`config.mk`:
```
export PLATFORM = sky130hd
export DESIGN_NAME = csr_evt_bank_flat
export DESIGN_NICKNAME = d
export VERILOG_FILES = /design/src/rtl/csr_evt_bank_if.sv /design/src/rtl/csr_evt_bank.sv /design/src/flat_wrapper.sv
export SDC_FILE = /design/constraint.sdc
export NUM_CORES = 1
export LEC_CHECK = 0
export ABC_AREA = 1
export CORE_MARGIN = 8
export CORE_UTILIZATION = 28
export CTS_CLUSTER_SIZE = 8
export DETAILED_ROUTE_END_ITERATION = 6
export HOLD_SLACK_MARGIN = 0.12
export SLEW_MARGIN = 40
export SYNTH_ARGS = -nofsm -noshare
export SYNTH_HDL_FRONTEND = slang
export SYNTH_SLANG_ARGS = --single-unit
```
`constraint.sdc`:
```
create_clock -name clk -period 5.35 [get_ports clk]
set_input_delay 0.8025 -clock clk [delete_from_list [all_inputs] [get_ports clk]]
set_output_delay 0.8025 -clock clk [all_outputs]
set_load 0.01 [all_outputs]
```
`src/rtl/csr_evt_bank_if.sv`:
```
// Host CSR bus shared by the UART bridge and the AXI-lite shim.
// Reads are strobed, and the response comes back registered one cycle later.
interface csr_evt_bank_if #(
    parameter int unsigned ADDR_W = 8
);
    logic              csr_wen;
    logic              csr_ren;
    logic [ADDR_W-1:0] csr_addr;
    logic [31:0]       csr_wdata;
    logic [31:0]       csr_rdata;
    logic              csr_rvalid;
    logic              csr_rerr;

    modport master (
        output csr_wen, csr_ren, csr_addr, csr_wdata,
        input  csr_rdata, csr_rvalid, csr_rerr
    );

    modport slave (
        input  csr_wen, csr_ren, csr_addr, csr_wdata,
        output csr_rdata, csr_rvalid, csr_rerr
    );
endinterface

```
`src/rtl/csr_evt_bank.sv`:
```
// Accelerator CSR bank: config registers, start/abort control with a one-deep queued start,
// sticky event channels with saturating counters, a masked level IRQ and registered reads.
module csr_evt_bank #(
    parameter int unsigned        ADDR_W     = 8,
    parameter int unsigned        NUM_CFG    = 16,
    parameter int unsigned        NUM_EVT    = 8,
    parameter int unsigned        CNT_W      = 16,
    parameter logic [NUM_CFG-1:0] GUARD_MASK = '0
) (
    input  logic                   clk,
    input  logic                   rst,
    csr_evt_bank_if.slave          csr,
    input  logic                   core_busy,
    input  logic [NUM_EVT-1:0]     evt_pulse,
    output logic                   start_pulse,
    output logic                   abort_pulse,
    output logic                   start_pend,
    output logic                   irq,
    output logic [32*NUM_CFG-1:0]  cfg_flat
);
    localparam logic [CNT_W-1:0] CNT_MAX = '1;

    typedef enum logic {ST_IDLE, ST_PEND} state_t;

    state_t             r_state, w_state_nxt;
    logic               r_irq_en, r_queue_en, r_err_start;
    logic [NUM_EVT-1:0] r_evt_stat, r_evt_mask;
    logic [CNT_W-1:0]   r_cnt [NUM_EVT];
    logic [31:0]        r_cfg [NUM_CFG];
    logic [31:0]        r_rdata;
    logic               r_rvalid, r_rerr, r_start_pulse, r_abort_pulse, r_irq;

    logic [31:0]        w_idx;
    logic               w_wr_ctrl, w_wr_stat, w_wr_evt, w_wr_mask;
    logic [NUM_EVT-1:0] w_cnt_clr;
    logic [NUM_CFG-1:0] w_cfg_wr;
    logic               w_start_req, w_abort_req, w_guard_ok, w_start_nxt, w_err_set;
    logic [31:0]        w_rd_data;
    logic               w_rd_err;

    // Decode on the word index; the byte-lane bits [1:0] fall away in the shift.
    always_comb begin
        w_idx     = 32'(csr.csr_addr[ADDR_W-1:0]) >> 2;
        w_wr_ctrl = csr.csr_wen && (w_idx == 32'd0);
        w_wr_stat = csr.csr_wen && (w_idx == 32'd1);
        w_wr_evt  = csr.csr_wen && (w_idx == 32'd2);
        w_wr_mask = csr.csr_wen && (w_idx == 32'd3);
        w_cnt_clr = '0;
        w_cfg_wr  = '0;
        for (int unsigned i = 0; i < NUM_EVT; i++)
            w_cnt_clr[i] = csr.csr_wen && (w_idx == 32'd8 + i);
        for (int unsigned i = 0; i < NUM_CFG; i++)
            w_cfg_wr[i] = csr.csr_wen && (w_idx == 32'd16 + i);
        w_abort_req = w_wr_ctrl && csr.csr_wdata[1];
        w_start_req = w_wr_ctrl && csr.csr_wdata[0] && !csr.csr_wdata[1];
    end

    always_comb begin
        w_rd_data = 32'hDEAD_BEEF;
        w_rd_err  = 1'b1;
        if (w_idx == 32'd0) begin
            w_rd_data = {28'd0, r_queue_en, r_irq_en, 2'b00};
            w_rd_err  = 1'b0;
        end
        if (w_idx == 32'd1) begin
            w_rd_data = {23'd0, r_err_start, 6'd0, (r_state == ST_PEND), core_busy};
            w_rd_err  = 1'b0;
        end
        if (w_idx == 32'd2) begin
            w_rd_data = 32'(r_evt_stat);
            w_rd_err  = 1'b0;
        end
        if (w_idx == 32'd3) begin
            w_rd_data = 32'(r_evt_mask);
            w_rd_err  = 1'b0;
        end
        for (int unsigned i = 0; i < NUM_EVT; i++) begin
            if (w_idx == 32'd8 + i) begin
                w_rd_data = 32'(r_cnt[i]);
                w_rd_err  = 1'b0;
            end
        end
        for (int unsigned i = 0; i < NUM_CFG; i++) begin
            if (w_idx == 32'd16 + i) begin
                w_rd_data = r_cfg[i];
                w_rd_err  = 1'b0;
            end
        end
    end

    always_comb begin
        w_guard_ok = 1'b1;
        for (int unsigned i = 0; i < NUM_CFG; i++)
            if (GUARD_MASK[i] && (r_cfg[i] == '0)) w_guard_ok = 1'b0;
    end

    // Abort overrides everything. A start arriving while PEND is rejected even if the queued one launches.
    always_comb begin
        w_state_nxt = r_state;
        w_start_nxt = 1'b0;
        w_err_set   = 1'b0;
        if (w_abort_req) begin
            w_state_nxt = ST_IDLE;
        end else begin
            case (r_state)
                ST_IDLE: begin
                    if (w_start_req) begin
                        if (!w_guard_ok || (core_busy && !r_queue_en)) w_err_set = 1'b1;
                        else if (core_busy)                            w_state_nxt = ST_PEND;
                        else                                           w_start_nxt = 1'b1;
                    end
                end
                ST_PEND: begin
                    w_err_set = w_start_req;
                    if (!core_busy) begin
                        w_start_nxt = 1'b1;
                        w_state_nxt = ST_IDLE;
                    end
                end
                default: w_state_nxt = ST_IDLE;
            endcase
        end
    end

    always_ff @(posedge clk) begin
        if (rst) begin
            r_state       <= ST_IDLE;
            r_irq_en      <= 1'b0;
            r_queue_en    <= 1'b0;
            r_err_start   <= 1'b0;
            r_evt_stat    <= '0;
            r_evt_mask    <= '0;
            r_rdata       <= '0;
            r_rvalid      <= 1'b0;
            r_rerr        <= 1'b0;
            r_start_pulse <= 1'b0;
            r_abort_pulse <= 1'b0;
            r_irq         <= 1'b0;
            for (int unsigned i = 0; i < NUM_EVT; i++) r_cnt[i] <= '0;
            for (int unsigned i = 0; i < NUM_CFG; i++) r_cfg[i] <= '0;
        end else begin
            r_state       <= w_state_nxt;
            r_start_pulse <= w_start_nxt;
            r_abort_pulse <= w_abort_req;
            r_irq         <= r_irq_en && |(r_evt_stat & r_evt_mask);
            r_rvalid      <= csr.csr_ren;
            r_rerr        <= csr.csr_ren && w_rd_err;
            if (csr.csr_ren) r_rdata <= w_rd_data;
            if (w_wr_ctrl) begin
                r_irq_en   <= csr.csr_wdata[2];
                r_queue_en <= csr.csr_wdata[3];
            end
            if (w_wr_mask) r_evt_mask <= csr.csr_wdata[NUM_EVT-1:0];
            r_err_start <= w_err_set || (r_err_start && !(w_wr_stat && csr.csr_wdata[8]));
            r_evt_stat  <= (r_evt_stat & ~({NUM_EVT{w_wr_evt}} & csr.csr_wdata[NUM_EVT-1:0])) | evt_pulse;
            for (int unsigned i = 0; i < NUM_EVT; i++) begin
                if (w_cnt_clr[i])
                    r_cnt[i] <= CNT_W'(evt_pulse[i]);
                else if (evt_pulse[i] && (r_cnt[i] != CNT_MAX))
                    r_cnt[i] <= r_cnt[i] + 1'b1;
            end
            for (int unsigned i = 0; i < NUM_CFG; i++)
                if (w_cfg_wr[i]) r_cfg[i] <= csr.csr_wdata;
        end
    end

    always_comb begin
        cfg_flat = '0;
        for (int unsigned i = 0; i < NUM_CFG; i++) cfg_flat[32*i +: 32] = r_cfg[i];
    end

    assign csr.csr_rdata  = r_rdata;
    assign csr.csr_rvalid = r_rvalid;
    assign csr.csr_rerr   = r_rerr;
    assign start_pulse    = r_start_pulse;
    assign abort_pulse    = r_abort_pulse;
    assign start_pend     = (r_state == ST_PEND);
    assign irq            = r_irq;
endmodule

```
`src/flat_wrapper.sv`:
```
// flat-port wrapper written by rule: the top's interface ports become plain ports
module csr_evt_bank_flat 
#(
    parameter int unsigned        ADDR_W     = 8,
    parameter int unsigned        NUM_CFG    = 16,
    parameter int unsigned        NUM_EVT    = 8,
    parameter int unsigned        CNT_W      = 16,
    parameter logic [NUM_CFG-1:0] GUARD_MASK = '0
)
  (clk, rst, core_busy, evt_pulse, start_pulse, abort_pulse, start_pend, irq, cfg_flat, csr_csr_wen, csr_csr_ren, csr_csr_addr, csr_csr_wdata, csr_csr_rdata, csr_csr_rvalid, csr_csr_rerr);
  csr_evt_bank_if #(.ADDR_W(ADDR_W)) csr_i ();
  input  logic clk;
  input  logic rst;
  input  logic core_busy;
  input  logic [NUM_EVT-1:0] evt_pulse;
  output logic start_pulse;
  output logic abort_pulse;
  output logic start_pend;
  output logic irq;
  output logic [32*NUM_CFG-1:0] cfg_flat;
  input wire logic [$bits(csr_i.csr_wen)-1:0] csr_csr_wen;
  input wire logic [$bits(csr_i.csr_ren)-1:0] csr_csr_ren;
  input wire logic [$bits(csr_i.csr_addr)-1:0] csr_csr_addr;
  input wire logic [$bits(csr_i.csr_wdata)-1:0] csr_csr_wdata;
  output wire logic [$bits(csr_i.csr_rdata)-1:0] csr_csr_rdata;
  output wire logic [$bits(csr_i.csr_rvalid)-1:0] csr_csr_rvalid;
  output wire logic [$bits(csr_i.csr_rerr)-1:0] csr_csr_rerr;
  assign csr_i.csr_wen = csr_csr_wen;
  assign csr_i.csr_ren = csr_csr_ren;
  assign csr_i.csr_addr = csr_csr_addr;
  assign csr_i.csr_wdata = csr_csr_wdata;
  assign csr_csr_rdata = csr_i.csr_rdata;
  assign csr_csr_rvalid = csr_i.csr_rvalid;
  assign csr_csr_rerr = csr_i.csr_rerr;
  csr_evt_bank #(.ADDR_W(ADDR_W), .NUM_CFG(NUM_CFG), .NUM_EVT(NUM_EVT), .CNT_W(CNT_W), .GUARD_MASK(GUARD_MASK)) u_core (.clk(clk), .rst(rst), .csr(csr_i), .core_busy(core_busy), .evt_pulse(evt_pulse), .start_pulse(start_pulse), .abort_pulse(abort_pulse), .start_pend(start_pend), .irq(irq), .cfg_flat(cfg_flat));
endmodule
```
==> reports/qor.log, run 1 <==
[setup_path] startpoint of the most critical register-to-register path u_core.r_cnt[0][1]
[setup_path] worst reg-to-reg setup slack 1.65 ns
[synthesis] sequential fraction of the synthesis area 64.6%
[route] Final Routed Wirelength 150000 um
[grt] remaining global-route overflow 0
[worst_hold_path] launch instance of the worst min-delay path u_core.csr.csr_rdata[18]
[synthesis] count of unique library cells instantiated by Yosys 52
[synthesis] mean cell area of the mapped netlist 10.2 sq um
[clock_network] number of H-tree levels 3
[route] Initial DRT Pass Iterations 6
[synthesis] total standard cell area after synthesis 0.0315 sq mm
[clock_network] CTS tree built
[clock_network] Clock Root Buffer sky130_fd_sc_hd__clkbuf_16
[synthesis] share of async-settable or async-resettable flops after synthesis 0%
[floorplanning] starting utilization of the core area 28.1%
[setup_path] cell-by-cell listing of the critical path clkdlybuf4s50_1 > nor2_2 > inv_1 > nor2_1 > a22oi_1 > o21ai_0 > nor4_1 > nand4_1 > nand2_1 > nand4_1 > nand2_1 > nand4_1 > nand2_1 > nand2_1 > nand2_1 > nand2_1 > nand2_1 > a21oi_1
[sta] setup violation total in the final timing report 0
[floorplanning] placeable core area 0.112 sq mm
[clock_network] setup repair bufs after CTS 0
[setup_path] classification of the worst setup path in -> reg
[clock_network] Bufs on Longest Clock Path 3
[setup_path] sum of buffers and inverters on the critical path 2
[pwr] Leakage Power 0.0153 uW
[synthesis] leading post-synthesis cells by instance count sky130_fd_sc_hd__nor2_1 (665), sky130_fd_sc_hd__edfxtp_1 (640), sky130_fd_sc_hd__nand2_1 (485)
[setup_path] CP Data Required Time 5.89 ns
[placed_design] standard cell area after detailed placement 0.0399 sq mm
[floorplanning] Die Outline Area 0.124 sq mm
[job] number of max-cap violations 0
[pwr] total chip power 14400 uW
[setup_path] critical register-to-register path endpoint u_core.r_cnt[0][0]
[synthesis] Post-synth top flop sky130_fd_sc_hd__edfxtp_1
[floorplanning] IO Pins 603
[sta] unrepaired setup endpoints after global routing no
[clock_network] Clk Latency, worst-skew pair 0.69 ns
[sta] setup skew after layout 0.0272 ns
[grt] largest net degree at the start of global routing 54
[cells_and_area] fin nets 3847
[grt] met2 track utilization from global routing 38.4%
[route] drt via density 5.07
[grt] number of global-route vias before repair 25853
[clock_network] clock input transition at the sequential cells of the worst setup and hold paths 0.05 ns
[cells_and_area] fin area 0.0428 sq mm
[sta] final worst path period share 75.7%
[synthesis] nets in the synthesized netlist 3164
[clock_network] number of CTS-inserted buffers 99
[synthesis] Warnings, synthesis 0
[sta] post-layout min period 4.05 ns
[route] Routed WL per cell 28.1 um
[worst_hold_path] worst hold path endpoint u_core.csr.csr_rdata[18]
[clock_network] clock sink count 697
[sta] final number of max-transition violations 0
[worst_hold_path] kind of path behind the tightest hold check reg -> reg
[synthesis] leading cell type by number of instances after synthesis sky130_fd_sc_hd__nor2_1
[cells_and_area] area growth from synthesis to layout 35.9%
[placed_design] last weighted congestion value of the routability-driven placer 0.940
[synthesis] area share of the leading cell type in the synthesized netlist 61.0%
[placed_design] DP HPWL 113000 um
[setup_path] cell type of the slowest stage on the worst timing path sky130_fd_sc_hd__clkdlybuf4s50_1
[cells_and_area] fill count 11155
[synthesis] Syn Inst Count 3103
[setup_path] maximum fanout encountered on the critical timing path 7
[pwr] Power Dens Cells 335 mW/mm^2
[placed_design] number of instances in the placed design 5184
[grt] global-route wire length before repair 203000 um
[route] antenna-violating nets left 0
[placed_design] # port buffers 600
[grt] number of antenna violations at the first check in global routing 8
[setup_path] Critical Path Start Type input pin
[route] DRC 0
[sta] worst slew margin relative to its limit 43.1%
[cells_and_area] Final Non-Filler Cells 5353
[cells_and_area] share of post-route cells with drive strength above 1 9.36%
[grt] met3 Resource Use GR 8.25%
[setup_path] Worst R2R Path Depth 14
[synthesis] cell type with the highest aggregate area in the netlist sky130_fd_sc_hd__edfxtp_1
[clock_network] total of cells resized after clock tree synthesis 0
[route] count of vias placed by the detailed router 27129
[run_status] result of the run complete, no violations
[setup_path] Top Family by Delay on Critical Path simple AND/OR/NAND/NOR gates
[synthesis] count of flip-flops with a built-in enable after synthesis 640
[setup_path] sort of element at the end of the critical path flop
[floorplanning] die extent in x 352 um
[floorplanning] number of core rows 123
[worst_hold_path] instance count along the most critical hold path 2
[sta] Sum Neg Setup Slack 0 ns
[setup_path] Most Frequent Cell on Critical Path sky130_fd_sc_hd__nand2_1
[route] number of DRC violations after detailed-routing iteration 0 3035
[synthesis] cells taking the most area after synthesis sky130_fd_sc_hd__edfxtp_1 (61%), sky130_fd_sc_hd__nor2_1 (7.9%), sky130_fd_sc_hd__nand2_1 (5.8%)
[grt] GRT busiest layer met2
[synthesis] number of synthesized register bits 697
[clock_network] hold-fix buffer count after cts 0
[grt] aggregate global-route resource usage 23.2%
[setup_path] slowest cell delay on critical path 0.65 ns
[sta] Max Clk Rate 0.247 GHz
[setup_path] WP data arrival 4.59 ns
[floorplanning] chip height 352 um
[sta] number of failing hold endpoints at the final stage 0
[sta] worst-margin pin slew 0.851 ns
[pwr] maximum VDD drop 0.000221 V
[grt] M1 GR Usage 28.2%
-- logic make-up (layout without fill, tap and decap cells) --
| kind of cell | after synthesis | in the layout | synth area share (%) |
|---|---|---|---|
| xor gates and xnor gates | 32 | 32 | 0.889 |
| AOI/OAI and AO/OA | 432 | 432 | 8.53 |
| DFF | 697 | 697 | 64.6 |
| other | 0 | 6 | 0 |
| buffers and inverters | 453 | 1197 | 5.55 |
| adders and majority gates | 8 | 8 | 0.318 |
| and+or+nand+nor | 1481 | 1481 | 20.1 |
-- worst max-delay path by stage --
stage                            start                  endpoint  slack [ns]  depth (start not counted)
CTS                    csr_csr_addr[2]  u_core.csr.csr_rdata[14]        1.48                         18
floorplan              csr_csr_addr[6]      u_core.r_cfg[1][224]        0.73                          9
detailed placement     csr_csr_addr[2]  u_core.csr.csr_rdata[14]        0.76                         18
finish                 csr_csr_addr[2]  u_core.csr.csr_rdata[14]        1.30                         18
global route        u_core.r_cnt[0][1]        u_core.r_cnt[0][0]        1.15                         14
global placement       csr_csr_addr[2]  u_core.csr.csr_rdata[14]        0.76                         18
-- layout make-up --
type / instances / area, sq um / share of cell area (%)
clock buffer: 149 / 2680 / 6.24
clock inverter: 13 / 241 / 0.564
sequential: 697 / 20400 / 47.5
timing repair buffer: 705 / 6900 / 16.1
tap: 1500 / 1880 / 4.38
inverter: 330 / 1240 / 2.89
antenna: 6 / 15.0 / 0.0350
multi-input combinational: 1953 / 9530 / 22.3
-- metal layers --
layer  vias to the layer above  wire length (um)  share of wire (%)
met4                         4              4850                3.2
met3                       225             17400                 12
met2                      1435             71300                 47
met1                     13458             56600                 38
li1                      12007                 -                  -
met5                         -                27              0.018
-- flip-flops by register name, indices dropped and copies added, names as in the netlist --
name                   flops
u_core.r_cfg             512
u_core.r_evt_mask          8
u_core.abort_pulse         1
u_core.r_err_start         1
u_core.csr.csr_rvalid      1
u_core.r_cnt             128
u_core.r_queue_en          1
u_core.start_pend          1
u_core.r_irq_en            1
u_core.csr.csr_rerr        1
u_core.irq                 1
u_core.r_evt_stat          8
u_core.csr.csr_rdata      32
u_core.start_pulse         1
-- cells in the final DEF (no fill, tap or decap), types with 4 or more instances in the layout --
cell / Yosys / routed
sky130_fd_sc_hd__o21ai_4: 0 / 6
sky130_fd_sc_hd__nor2_1: 665 / 660
sky130_fd_sc_hd__o2111ai_1: 24 / 24
sky130_fd_sc_hd__or2_2: 67 / 67
sky130_fd_sc_hd__a31oi_1: 8 / 8
sky130_fd_sc_hd__nor4_1: 15 / 15
sky130_fd_sc_hd__a221oi_1: 64 / 64
sky130_fd_sc_hd__inv_2: 13 / 16
sky130_fd_sc_hd__or2_0: 15 / 15
sky130_fd_sc_hd__dfxtp_1: 57 / 57
sky130_fd_sc_hd__inv_1: 282 / 278
sky130_fd_sc_hd__buf_4: 4 / 96
sky130_fd_sc_hd__a21oi_1: 139 / 139
sky130_fd_sc_hd__o211ai_1: 11 / 11
sky130_fd_sc_hd__nand2_1: 485 / 481
sky130_fd_sc_hd__clkbuf_16: 0 / 99
sky130_fd_sc_hd__o221a_2: 8 / 8
sky130_fd_sc_hd__diode_2: 0 / 6
sky130_fd_sc_hd__nand3_2: 1 / 4
sky130_fd_sc_hd__edfxtp_1: 640 / 640
sky130_fd_sc_hd__clkinv_1: 35 / 37
sky130_fd_sc_hd__xor2_1: 25 / 25
sky130_fd_sc_hd__nor2_4: 4 / 5
sky130_fd_sc_hd__o21ai_1: 32 / 32
sky130_fd_sc_hd__nand4_1: 52 / 52
sky130_fd_sc_hd__nor3_1: 60 / 60
sky130_fd_sc_hd__nor3b_1: 26 / 26
sky130_fd_sc_hd__o22ai_1: 12 / 12
sky130_fd_sc_hd__xnor2_1: 7 / 7
sky130_fd_sc_hd__clkdlybuf4s50_1: 0 / 599
sky130_fd_sc_hd__nand2_2: 6 / 7
sky130_fd_sc_hd__nor2_2: 11 / 15
sky130_fd_sc_hd__buf_12: 0 / 9
sky130_fd_sc_hd__o21ai_0: 112 / 106
sky130_fd_sc_hd__nand3_1: 63 / 60
sky130_fd_sc_hd__ha_1: 8 / 8
sky130_fd_sc_hd__clkbuf_1: 75 / 49
-- power by group --
part	total (uW)	leakage [uW]	switching, uW	internal (uW)
combinational	1730	0.00721	1060	673
clock	6050	0.00139	2510	3530
sequential	6590	0.00673	250	6340
-- per-stage QoR --
stage                     hold slack (ns)  worst slack [ns]  utilization (%)
after detailed placement            0.456             0.765             35.6
after global routing                0.479              1.15             38.2
after CTS                           0.464              1.48             38.2
after global placement              0.454             0.763             35.6
after floorplan                     0.435             0.727                -
final                               0.464              1.30             38.2
-- worst reg2reg max path, stage by stage, from the launching register on --
cell and delay (ns):
sky130_fd_sc_hd__edfxtp_1 0.42, sky130_fd_sc_hd__ha_1 0.20, sky130_fd_sc_hd__nand2_1 0.07, sky130_fd_sc_hd__nor2_1 0.13, sky130_fd_sc_hd__inv_1 0.07, sky130_fd_sc_hd__nor3_1 0.34, sky130_fd_sc_hd__inv_1 0.10, sky130_fd_sc_hd__nor2_1 0.14
sky130_fd_sc_hd__inv_1 0.08, sky130_fd_sc_hd__nor3_1 0.15, sky130_fd_sc_hd__nand3_1 0.16, sky130_fd_sc_hd__nor3_1 0.30, sky130_fd_sc_hd__nor2_1 0.09, sky130_fd_sc_hd__nand2_1 0.44, sky130_fd_sc_hd__nand2_1 0.59
No activity file was read; power rests on OpenSTA's default activity.
==> run 2: changes to the inputs <==
==> constraint.sdc (replaced) <==
create_clock -name clk -period 3.4 [get_ports clk]
set_input_delay 0.51 -clock clk [delete_from_list [all_inputs] [get_ports clk]]
set_output_delay 0.51 -clock clk [all_outputs]
set_load 0.01 [all_outputs]
==> run 2 against run 1 <==
Wire length rose by 3.3%. Combinational power is 67% higher. Via count up 3.4%.
==> reports/qor.log, run 2 (same netlist as run 1, synthesis figures left out) <==
[cells_and_area] fin nets 4066 [was 3847]
[setup_path] CP Data Required Time 4.02 ns [was 5.89 ns]
[setup_path] cell type of the slowest stage on the worst timing path sky130_fd_sc_hd__clkdlybuf4s50_1 [unchanged]
[placed_design] last weighted congestion value of the routability-driven placer 1.01 [was 0.940]
[route] routed wire length on met3 20200 um [was 17400 um]
[cells_and_area] top register by number of flip-flops u_core.r_cfg [unchanged]
[grt] number of antenna violations at the first check in global routing 11 [was 8]
[clock_network] hold-fix buffer count after cts 0 [unchanged]
[sta] final worst-path setup slack 0.109 ns [was 1.30 ns]
[job] number of max-cap violations 0 [unchanged]
[sta] number of failing hold endpoints at the final stage 0 [unchanged]
[clock_network] Bufs on Longest Clock Path 3 [unchanged]
[route] highest routed layer met4 [was met5]
[sta] worst-margin pin slew 0.874 ns [was 0.851 ns]
[clock_network] number of H-tree levels 3 [unchanged]
[placed_design] Placement Setup Slack -0.601 ns [was 0.765 ns]
[cells_and_area] Final Non-Filler Cells 5580 [was 5353]
[pwr] total chip power 22600 uW [was 14400 uW]
[route] Routed WL per cell 27.8 um [was 28.1 um]
[route] DRC 0 [unchanged]
[sta] setup skew after layout 0.0474 ns [was 0.0272 ns]
[cells_and_area] Layout Utilization 39.9% [was 38.2%]
[clock_network] Clk Latency, worst-skew pair 0.69 ns [about the same]
[worst_hold_path] kind of path behind the tightest hold check in -> reg [was reg -> reg]
[sta] worst slew margin relative to its limit 41.7% [was 43.1%]
[run_status] result of the run complete, no violations [unchanged]
[setup_path] Critical Path Start Type input pin [unchanged]
[route] Final Routed Wirelength 155000 um [was 150000 um]
[sta] post-layout min period 3.29 ns
[setup_path] cell-by-cell listing of the critical path clkdlybuf4s50_1 > inv_2 > buf_4 > nor2_2 > buf_4 > o22ai_1 > nor4_4 > buf_12 > a21oi_1 > o21ai_0 > buf_4 > o2111ai_1 > a21oi_1 > nor2_1 > o21ai_1 > o2111ai_1 > a21oi_1 [was clkdlybuf4s50_1 > nor2_2 > inv_1 > nor2_1 > a22oi_1 > o21ai_0 > nor4_1 > nand4_1 > nand2_1 > nand4_1 > nand2_1 > nand4_1 > nand2_1 > nand2_1 > nand2_1 > nand2_1 > nand2_1 > a21oi_1]
[setup_path] critical register-to-register path endpoint u_core.r_cnt[1][41] [was u_core.r_cnt[0][0]]
[setup_path] slowest cell delay on critical path 0.61 ns [was 0.65 ns]
[cells_and_area] most common library cell in the layout ignoring fill and taps sky130_fd_sc_hd__nor2_1 [unchanged]
[cells_and_area] share of post-route cells with drive strength above 1 14.0% [was 9.36%]
[route] drt via density 5.03 [was 5.07]
[clock_network] clock sink count 697 [unchanged]
[grt] largest net degree at the start of global routing 38 [was 54]
[grt] aggregate global-route resource usage 24.0% [was 23.2%]
[route] count of vias placed by the detailed router 28057 [was 27129]
[route] met1 layer wirelength in the final routing 56800 um [was 56600 um]
[setup_path] worst reg-to-reg setup slack 0.23 ns [was 1.65 ns]
[pwr] Leakage Power 0.0165 uW [was 0.0153 uW]
[sta] final worst path period share 96.8%
[floorplanning] starting utilization of the core area 28.1% [unchanged]
[clock_network] Clock Root Buffer sky130_fd_sc_hd__clkbuf_16 [unchanged]
[setup_path] sort of element at the end of the critical path flop [unchanged]
[route] antenna-violating nets left 0 [unchanged]
[clock_network] number of CTS-inserted buffers 98 [was 99]
[placed_design] DP HPWL 121000 um [was 113000 um]
[setup_path] Worst R2R Path Depth 15 [was 14]
[cells_and_area] area growth from synthesis to layout 41.9% [was 35.9%]
[grt] remaining global-route overflow 0 [unchanged]
[floorplanning] IO Pins 603 [unchanged]
[setup_path] Worst setup endpoint u_core.csr.csr_rdata[19] [was u_core.csr.csr_rdata[14]]
[floorplanning] number of core rows 123 [unchanged]
[setup_path] startpoint of the most critical register-to-register path u_core.r_cnt[1][32] [was u_core.r_cnt[0][1]]
[floorplanning] die extent in x 352 um [unchanged]
[cells_and_area] max FFs per register 512 [unchanged]
[route] Initial DRT Pass Iterations 6 [unchanged]
[placed_design] number of instances in the placed design 5405 [was 5184]
[pwr] Power Dens Cells 505 mW/mm^2 [was 335 mW/mm^2]
[floorplanning] chip height 352 um [unchanged]
[clock_network] CTS tree built [unchanged]
[setup_path] classification of the worst setup path in -> reg [unchanged]
[floorplanning] placeable core area 0.112 sq mm [unchanged]
[setup_path] WP data arrival 3.91 ns [was 4.59 ns]
[setup_path] maximum fanout encountered on the critical timing path 6 [was 7]
[placed_design] # port buffers 600 [unchanged]
[pwr] maximum VDD drop 0.000434 V [was 0.000221 V]
[sta] final number of max-transition violations 0 [unchanged]
[route] met2 WL post-DR 72600 um [was 71300 um]
[sta] setup violation total in the final timing report 0 [unchanged]
[clock_network] clock input transition at the sequential cells of the worst setup and hold paths 0.05 ns [about the same]
[sta] Max Clk Rate 0.304 GHz
[route] number of DRC violations after detailed-routing iteration 0 3054 [was 3035]
[sta] unrepaired setup endpoints after global routing no [unchanged]
[setup_path] Worst setup startpoint csr_csr_addr[2] [unchanged]
[grt] global-route wire length before repair 210000 um [was 203000 um]
[grt] number of global-route vias before repair 27285 [was 25853]
[cells_and_area] fill count 11042 [was 11155]
[cells_and_area] leading cell types in the layout, fill and taps excluded sky130_fd_sc_hd__nor2_1 (660), sky130_fd_sc_hd__edfxtp_1 (640), sky130_fd_sc_hd__clkdlybuf4s50_1 (599) [unchanged]
[floorplanning] Die Outline Area 0.124 sq mm [unchanged]
run 2: cell type report:
class / instances / area, sq um / area share (%)
Clock inverter: 9 / 160 / 0.358
Tap cell: 1500 / 1880 / 4.20
Timing Repair Buffer: 925 / 8870 / 19.8
Clock buffer: 161 / 2700 / 6.03
Sequential cell: 697 / 20400 / 45.5
Multi-Input combinational cell: 1953 / 9510 / 21.3
Antenna cell: 5 / 12.5 / 0.0280
Inverter: 330 / 1240 / 2.77
run 2: critical path, delay by kind of cell:
family,cells,cell delay [ns]
buf+inv,6,1.30
simple gates,3,0.57
compound gates,8,1.51
run 2: worst min path at each step:
stage | from | to | slack, ns | cells past startpoint
2_1_floorplan | u_core.r_irq_en | u_core.irq | 0.44 | 2
3_3_place_gp | u_core.csr.csr_rdata[19] | u_core.csr.csr_rdata[19] | 0.46 | 2
3_5_place_dp | u_core.csr.csr_rdata[19] | u_core.csr.csr_rdata[19] | 0.46 | 2
4_1_cts | rst | u_core.csr.csr_rdata[28] | 0.35 | 2
5_1_grt | rst | u_core.r_evt_stat[2] | 0.36 | 2
6_report | rst | u_core.csr.csr_rdata[6] | 0.37 | 2
run 2: report_power, final:
group / internal (uW) / switching, uW
sequential: 9970 / 437
clock: 5390 / 3880
combinational: 1210 / 1680
run 2: per-layer routing:
layer | GRT usage [%] | up-vias
li1 | - | 12466
met1 | 28.5 | 13760
met2 | 39.5 | 1589
met3 | 9.93 | 242
met4 | 7.67 | 0
met5 | 0 | -
run 2: metrics by stage:
stage / area, sq um / hold slack (ns) / TNS [ns]
2_1_floorplan: 31500 / 0.435 / 0
3_3_place_gp: 41800 / 0.457 / -11.36
3_5_place_dp: 41800 / 0.460 / -11.73
4_1_cts: 44700 / 0.346 / 0
5_1_grt: 44700 / 0.359 / 0
6_report: 44700 / 0.372 / 0
run 2: timing repair:
item | CTS | global route
setup buffers | 0 | 0
gates resized for setup | 0 | 1
setup endpoints to repair | 0 | 1
